File: config.mk
export PLATFORM = sky130hd
export DESIGN_NAME = hilo_mdu_ctrl_flat
export DESIGN_NICKNAME = d
export VERILOG_FILES = /design/src/rtl/hilo_mdu_if.sv /design/src/rtl/hilo_mdu_ctrl.sv /design/src/flat_wrapper.sv
export SDC_FILE = /design/constraint.sdc
export NUM_CORES = 1
export LEC_CHECK = 0
export ABC_AREA = 1
export BUFFER_PORTS_ARGS = -buffer_cell sky130_fd_sc_hd__buf_2
export CORE_UTILIZATION = 49
export CTS_CLUSTER_SIZE = 24
export DETAILED_ROUTE_END_ITERATION = 8
export PLACE_DENSITY = 0.67
export SETUP_SLACK_MARGIN = 0.5
export SYNTH_ARGS = -nofsm -noshare
export SYNTH_HDL_FRONTEND = slang
export SYNTH_SLANG_ARGS = --single-unit
File: constraint.sdc
create_clock -name clk -period 2.85 [get_ports clk]
set_input_delay 0.1425 -clock clk [delete_from_list [all_inputs] [get_ports clk]]
set_output_delay 0.1425 -clock clk [all_outputs]
set_load 0.005 [all_outputs]
File: src/rtl/hilo_mdu_if.sv
// EX-stage request bus and HI/LO result bus of the multiply/divide sequencer.
// start is a one-cycle request taken only while busy==0 and flush==0; there is no ready, busy is the stall.
interface hilo_mdu_if;
  logic        start;
  logic [2:0]  op;
  logic [31:0] a;
  logic [31:0] b;
  logic        flush;
  logic        busy;
  logic        done;
  logic [31:0] hi_o;
  logic [31:0] lo_o;
  logic [1:0]  dbg_state;

  modport master (
    output start, op, a, b, flush,
    input  busy, done, hi_o, lo_o, dbg_state
  );

  modport slave (
    input  start, op, a, b, flush,
    output busy, done, hi_o, lo_o, dbg_state
  );
endinterface

File: src/rtl/hilo_mdu_ctrl.sv
// HI/LO owner: 32-step shift-add multiply / restoring divide, plus MTHI/MTLO writes.
// Operands are reduced to magnitudes on entry; signs are re-applied in FIN.
module hilo_mdu_ctrl #(
  parameter int ITER = 32
) (
  input  logic       clk,
  input  logic       resetn,
  hilo_mdu_if.slave  bus
);
  localparam int CW = $clog2(ITER);

  typedef enum logic [1:0] {
    S_IDLE = 2'd0,
    S_CALC = 2'd1,
    S_FIN  = 2'd2
  } state_t;

  state_t        r_state;
  state_t        w_next;
  logic [CW-1:0] r_cnt;
  logic [63:0]   r_acc;
  logic [31:0]   r_mcand;
  logic [31:0]   r_a_orig;
  logic          r_is_div;
  logic          r_neg;
  logic          r_rneg;
  logic          r_dz;
  logic [31:0]   r_hi;
  logic [31:0]   r_lo;
  logic          r_done;

  logic          w_accept;
  logic          w_signed;
  logic [31:0]   w_a_mag;
  logic [31:0]   w_b_mag;
  logic [32:0]   w_sum;
  logic [63:0]   w_mul_next;
  logic [32:0]   w_shift;
  logic [33:0]   w_diff;
  logic [63:0]   w_div_next;
  logic [63:0]   w_prod_fix;
  logic [31:0]   w_quot_fix;
  logic [31:0]   w_rem_fix;
  logic [31:0]   w_res_hi;
  logic [31:0]   w_res_lo;

  assign w_accept = bus.start && !bus.flush;
  assign w_signed = !bus.op[0];
  assign w_a_mag  = (w_signed && bus.a[31]) ? -bus.a : bus.a;
  assign w_b_mag  = (w_signed && bus.b[31]) ? -bus.b : bus.b;

  // Multiply: r_acc = {partial product, remaining multiplier bits}.
  assign w_sum      = {1'b0, r_acc[63:32]} + (r_acc[0] ? {1'b0, r_mcand} : 33'd0);
  assign w_mul_next = {w_sum, r_acc[31:1]};

  // Divide: r_acc = {partial remainder, dividend bits shifting into quotient}.
  assign w_shift    = {r_acc[63:32], r_acc[31]};
  assign w_diff     = {1'b0, w_shift} - {2'b00, r_mcand};
  assign w_div_next = w_diff[33] ? {w_shift[31:0], r_acc[30:0], 1'b0}
                                 : {w_diff[31:0],  r_acc[30:0], 1'b1};

  assign w_prod_fix = r_neg  ? -r_acc        : r_acc;
  assign w_quot_fix = r_neg  ? -r_acc[31:0]  : r_acc[31:0];
  assign w_rem_fix  = r_rneg ? -r_acc[63:32] : r_acc[63:32];

  always_comb begin
    w_res_hi = w_prod_fix[63:32];
    w_res_lo = w_prod_fix[31:0];
    if (r_is_div) begin
      if (r_dz) begin
        w_res_hi = r_a_orig;
        w_res_lo = 32'hFFFF_FFFF;
      end else begin
        w_res_hi = w_rem_fix;
        w_res_lo = w_quot_fix;
      end
    end
  end

  always_ff @(posedge clk or negedge resetn) begin
    if (!resetn) r_state <= S_IDLE;
    else         r_state <= w_next;
  end

  always_comb begin
    w_next = r_state;
    case (r_state)
      S_IDLE:  if (w_accept && (bus.op < 3'd4)) w_next = S_CALC;
      S_CALC: begin
        if (bus.flush)                      w_next = S_IDLE;
        else if (r_cnt == CW'(ITER - 1))    w_next = S_FIN;
      end
      S_FIN:   w_next = S_IDLE;
      default: w_next = S_IDLE;
    endcase
  end

  always_ff @(posedge clk or negedge resetn) begin
    if (!resetn) begin
      r_cnt    <= '0;
      r_acc    <= '0;
      r_mcand  <= '0;
      r_a_orig <= '0;
      r_is_div <= 1'b0;
      r_neg    <= 1'b0;
      r_rneg   <= 1'b0;
      r_dz     <= 1'b0;
      r_hi     <= '0;
      r_lo     <= '0;
      r_done   <= 1'b0;
    end else begin
      r_done <= 1'b0;
      case (r_state)
        S_IDLE: begin
          if (w_accept) begin
            case (bus.op)
              3'd0, 3'd1, 3'd2, 3'd3: begin
                r_cnt    <= '0;
                r_is_div <= bus.op[1];
                r_a_orig <= bus.a;
                r_neg    <= w_signed && (bus.a[31] ^ bus.b[31]);
                r_rneg   <= w_signed && bus.a[31] && bus.op[1];
                r_dz     <= bus.op[1] && (bus.b == 32'd0);
                r_acc    <= {32'd0, (bus.op[1] ? w_a_mag : w_b_mag)};
                r_mcand  <= bus.op[1] ? w_b_mag : w_a_mag;
              end
              3'd4:    r_hi <= bus.a;
              3'd5:    r_lo <= bus.a;
              default: ;
            endcase
          end
        end
        S_CALC: begin
          if (!bus.flush) begin
            r_cnt <= r_cnt + 1'b1;
            r_acc <= r_is_div ? w_div_next : w_mul_next;
          end
        end
        S_FIN: begin
          if (!bus.flush) begin
            r_hi   <= w_res_hi;
            r_lo   <= w_res_lo;
            r_done <= 1'b1;
          end
        end
        default: ;
      endcase
    end
  end

  assign bus.busy      = (r_state != S_IDLE);
  assign bus.done      = r_done;
  assign bus.hi_o      = r_hi;
  assign bus.lo_o      = r_lo;
  assign bus.dbg_state = r_state;
endmodule

File: src/flat_wrapper.sv
// flat-port wrapper written by rule: the top's interface ports become plain ports
module hilo_mdu_ctrl_flat 
#(
  parameter int ITER = 32
)
  (clk, resetn, bus_start, bus_op, bus_a, bus_b, bus_flush, bus_busy, bus_done, bus_hi_o, bus_lo_o, bus_dbg_state);
  hilo_mdu_if bus_i ();
  input  logic clk;
  input  logic resetn;
  input wire logic [$bits(bus_i.start)-1:0] bus_start;
  input wire logic [$bits(bus_i.op)-1:0] bus_op;
  input wire logic [$bits(bus_i.a)-1:0] bus_a;
  input wire logic [$bits(bus_i.b)-1:0] bus_b;
  input wire logic [$bits(bus_i.flush)-1:0] bus_flush;
  output wire logic [$bits(bus_i.busy)-1:0] bus_busy;
  output wire logic [$bits(bus_i.done)-1:0] bus_done;
  output wire logic [$bits(bus_i.hi_o)-1:0] bus_hi_o;
  output wire logic [$bits(bus_i.lo_o)-1:0] bus_lo_o;
  output wire logic [$bits(bus_i.dbg_state)-1:0] bus_dbg_state;
  assign bus_i.start = bus_start;
  assign bus_i.op = bus_op;
  assign bus_i.a = bus_a;
  assign bus_i.b = bus_b;
  assign bus_i.flush = bus_flush;
  assign bus_busy = bus_i.busy;
  assign bus_done = bus_i.done;
  assign bus_hi_o = bus_i.hi_o;
  assign bus_lo_o = bus_i.lo_o;
  assign bus_dbg_state = bus_i.dbg_state;
  hilo_mdu_ctrl #(.ITER(ITER)) u_core (.clk(clk), .resetn(resetn), .bus(bus_i));
endmodule
## Yosys cells after proc, flatten, opt, wreduce, memory -nomap -nowiden

Index checks and enable logic that the tools add are counted.

- Bitwise gates (word level): 1
- Div/mod/pow operators: 0
- Eq/ne operators: 16
- Reductions and logical operators: 21
- $mul: 0
- Magnitude comparators: 1
- Mux-type cells: 36
- Add/sub/neg operators: 8
- Shifts and indexed selects: 0

Operators with widths:

| kind | number |
|---|---|
| 2-to-1 mux 32 bit | 17 |
| 2-to-1 mux 64 bit | 6 |
| negator 32 bit | 4 |
| case mux 32 bit (2 select lines) | 2 |
| case mux 64 bit (2 select lines) | 1 |
| negator 64 bit | 1 |
| subtractor 33 x 32 -> 34 bit | 1 |
| adder 32 x 33 -> 33 bit | 1 |
| zero test 32 bit | 1 |
| 2-to-1 mux 5 bit | 3 |
| AND reduction 4 bit | 3 |
| inequality test 2 bit (second input constant) | 5 |
| case mux 5 bit (2 select lines) | 1 |
| logical AND 1 bit | 7 |
| == test 3 x 2 -> 1 bit (second input constant) | 2 |
| == test 3 bit (second input constant) | 2 |
| 2-to-1 mux 2 bit | 3 |
| nonzero test 2 bit | 3 |
| adder 5 x 1 -> 5 bit (second input constant) | 1 |
| == test 5 bit (second input constant) | 1 |
| inequality test 2 x 1 -> 1 bit (second input constant) | 2 |
| case mux 2 bit (2 select lines) | 1 |
| OR reduction 4 bit | 1 |
| == test 3 x 1 -> 1 bit (second input constant) | 1 |
| other kinds (11) | 13 |

- Word-level logic and storage cells: 95
- Memories kept: 0
- Bits in registers: 204
- Latch bits: 0
- RAM bits: 0
- Input bits: 71
- Bits in read-only memories: 0

## Longest topological paths before layout

- Depth in word-level cells: 7
- Gate-level depth with buffers: 20
- Mapped depth without buffers: 18

## Worst setup path before layout

No wires, ideal clock.

- Path type: register to register
- From: register u_core.r_acc[0]
- To: register u_core.r_acc[61]
- Setup time: 0.117 ns
- Cell stages (with the launch flop): 20
- Clock period less this slack: 2.619 ns
- Buffers on the path: 2
- Data arrival time: 2.502 ns
- Required time: 2.733 ns
- Slack: 0.231 ns
- Cells stage by stage: dfrtp_1 > buf_2 > clkbuf_1 > nand2_1 > inv_1 > ha_1 > inv_1 > fa_1 > inv_1 > nand3_1 > nand2_1 > inv_1 > o21ai_0 > nand2_1 > nand2_1 > nand2_1 > nand3_1 > nand3_1 > nand3_1 > nand2_1

- Longest elaborated chain between the ends: 5

Ends and longest elaborated chain:

| what | line | RTL |
|---|---|---|
| start, declared | hilo_mdu_ctrl.sv:21 | `logic [63:0] r_acc;` |
| start signal, assigned | hilo_mdu_ctrl.sv:124 | `r_acc <= {32'd0, (bus.op[1] ? w_a_mag : w_b_mag)};` |
| start signal, assigned | hilo_mdu_ctrl.sv:136 | `r_acc <= r_is_div ? w_div_next : w_mul_next;` |
| 2-to-1 mux 32 bit | hilo_mdu_ctrl.sv:53 | `assign w_sum = {1'b0, r_acc[63:32]} + (r_acc[0] ? {1'b0, r_mcand} : 33'd0);` |
| adder 32 x 33 -> 33 bit | hilo_mdu_ctrl.sv:53 |  |
| 2-to-1 mux 64 bit | hilo_mdu_ctrl.sv:136 |  |
| 2-to-1 mux 64 bit | hilo_mdu_ctrl.sv:134 | `if (!bus.flush) begin` |
| case mux 64 bit (2 select lines) | hilo_mdu_ctrl.sv:113 | `case (r_state)` |

No other way between the ends. The select of a mux whose other input is x is not followed.
A chain may end at the register's enable or synchronous reset.

## Worst setup path after layout

- From: register u_core.r_acc[0]
- To: register u_core.r_acc[53]

The elaborated chain is that of the path after synthesis.

==> results.ini <==
[logic_synthesis]
synth_edf_count=0
synth_top_area_share_pct=25.3
avgSynthCellArea_um2=5.85
synth_seq_cells=204
syn_inst=3453
yosys_warnings=0
yosys_most_used_dff=dfrtp_1
yosysTopAreaCell=dfrtp_1
seq_area_frac_synth_pct=25.3
synth_most_common_cell=nand2_1
synthTopCellsByArea=dfrtp_1, nand2_1, nor2_1
ys_types=61
syn_area_um2=20200
synthesis.nets=3596
async_flop_share_pct=100
yosys-top-cells-count=nand2_1, nor2_1, inv_1

[timing]
final-hold-violation-count=0
clock_skew_ns=0.0352
setup_slack_ns=0.269
fmax_mhz=387
finalCritPeriodShare_pct=90.6
layout_min_cycle_time_ns=2.58
tightest_slew_ns=1.06
drv_slew=0
tns_ns=0
setup_viol=0
slew_headroom_pct=29.3
rsz0062_at_grt=true

[critical_path]
cp.arrival_ns=3.02
worstSetupStartpointType=register
cp_slowest_cell=dfrtp_2
cp_slowest_stage_delay_ns=0.56
reg2reg_depth=16
endpoint_kind=register
crit_required_ns=3.29
crit_top_cell=nand2_1
r2r_end=u_core.r_acc[53]
cp_cell_sequence=buf_12, nand2_1, inv_1, ha_4, a21oi_4, inv_1, nor2_4, nor2_1, o21ai_1, nand3_2, nand2_1, nand3_1, nand2_1, inv_1, nand2_1, nand2_1
regToRegSetupSlack_ns=0.27
r2r_start=u_core.r_acc[0]
worst-setup-path-type=register to register
cp_max_fo=8
critical_path.startpoint=u_core.r_acc[0]

[placement]
place_hpwl_mm=77.9
io_buffer_count=138
place_area_um2=21700
place_ws_ns=-0.0221
gp_congestion=1.07

[power]
power-per-cell-area_nw_per_um2=957
p_leak_nw=12.9
vdd_drop_max_v=0.000532

[global_routing]
antenna_found_initial=6
grt_pass1_wl_mm=146
met3_usage_pct=14.3
busiest_layer=met2
grt_use_met2_pct=67.3
use_met1_pct=62.2
grt_pass1_vias=23600
grt_start_max_net_pins=117
grt-ovfl-total=0
track_usage_pct=47.1

[finish]
final_layout_size_suffix_gt1_share_pct=23.8
nFillCells=3778
multi_input_area_um2=15300
layout.nets=3855
post-route-util_pct=64.6
final_area_um2=26300
regArea_um2=5140
syn2layout_area_growth_pct=30.1

[clock_tree]
cts_root_buffer=clkbuf_16
cts_tree=done
path_clk_slew_ns=0.07
cts.sinks=204
clk_latency_ns=0.59
clk_path_buf_depth=3
cts-buffers-inserted=25
htreeDepth=1

[hold_path]
min_path_cells=3
holdPathEnd=u_core.r_a_orig[11]
min_from=bus_a[11]
hold_class=input port to register

[flow_run]
drv_cap=0

[routing]
drc_errors=0
antenna_left=0
vias=26400
routed_via_density=6.19
drtIter0Drc=4136
wl_per_cell_um=24.5
drt-total-wl_mm=105
dr.pass1.iters=7

[die]
dieWidth_um=205
start_util_pct=49.6
die_area_um2=42100
core_um2=40700
die_h_um=205
ioPinCount=139
row_count=74

[outcome]
status=finished clean

==> sequential cells by signal, summed over array words and instances, names as in the netlist <==
name	flops
u_core.r_cnt	5
u_core.r_rneg	1
u_core.r_a_orig	32
u_core.bus.hi_o	32
u_core.r_is_div	1
u_core.r_mcand	32
u_core.r_dz	1
u_core.r_neg	1
u_core.bus.done	1
u_core.bus.lo_o	32
u_core.bus.dbg_state	2
u_core.r_acc	64
==> cell families after synthesis <==
group                    count (synthesis)  share of synthesized area (%)
AO/OA/AOI/OAI                          577                           15.9
buffers and inverters                  556                           10.8
multiplexers                             1                         0.0495
XOR/XNOR                                55                           2.38
adder cells (fa/ha/maj)                 72                           4.53
AND/OR/NAND/NOR                       1988                           41.1
flip-flops                             204                           25.3
==> per-stage QoR <==
step                      hold slack (ns)  total power, mW  instances
after global placement              0.244             16.7       4069
final                              0.0196             25.2       4267
after global routing               0.0467             26.3       4266
after floorplan                    -0.153             12.5       3453
after detailed placement            0.258             16.8       4069
after CTS                          0.0101             21.8       4176
==> report_power, final <==
group / switching, mW / internal, mW / leakage, nW / total [mW]
Sequential: 1.11 / 3.70 / 2.40 / 4.81
Combinational: 10.8 / 6.05 / 10.1 / 16.8
Clock: 1.48 / 2.07 / 0.433 / 3.55
==> layer usage <==
layer,vias to the layer above,share of wire (%)
li1,11700,-
met1,12300,38
met2,1975,41
met3,426,14
met4,8,7.4
met5,-,0.15
==> what timing repair did <==
action,in CTS,in global routing
hold buffers,12,0
gates cloned,5,6
hold endpoints to repair,93,0
resized for setup,175,451
buffers inserted,44,81
endpoints found under the setup margin,49,115
pin swaps,27,115
==> area by class of cell <==
type                            instances  share of cell area [%]
Antenna cell                            4                  0.0380
Clock buffer                           32                    2.59
Clock inverter                         14                   0.756
Inverter                              427                    6.20
Multi-Input combinational cell       2701                    58.3
Sequential cell                       204                    19.6
Tap cell                              532                    2.53
Timing Repair Buffer                  353                    10.0
==> layout by cell type, fill, tap and decap left out, drive strengths merged, types with 6 or more instances in the layout <==
cell type,synthesis,layout
nand4,66,66
xnor2,10,10
nor2,548,550
a21oi,231,231
or2,6,6
a22oi,16,16
o21bai,10,10
o211ai,27,27
nand2,1008,1014
clkbuf,70,35
dlygate4sd3,0,12
clkinv,3,10
and2,8,8
nor3,19,19
dfrtp,204,204
nand3,313,313
o21ai,257,257
o221ai,13,13
a31oi,7,7
xor2,45,45
ha,70,70
buf,59,338
nand3b,14,14
inv,424,424
==> critical path: cells and delay by family (launching register included) <==
family / cells / cell delay [ns]
and+or+nand+nor: 9 / 0.77
buffers and inverters: 4 / 0.47
DFF: 1 / 0.56
AOI/OAI and AO/OA: 2 / 0.37
adders and majority gates: 1 / 0.25
==> how the worst max path moves through the flow <==
stage	end	depth (start not counted)
finish	u_core.r_acc[53]	16
global route	u_core.r_acc[53]	16
CTS	u_core.r_acc[42]	14
detailed placement	u_core.r_acc[47]	13
global placement	u_core.r_acc[47]	13
floorplan	u_core.r_acc[61]	19
No activity file was read; power rests on OpenSTA's default activity.
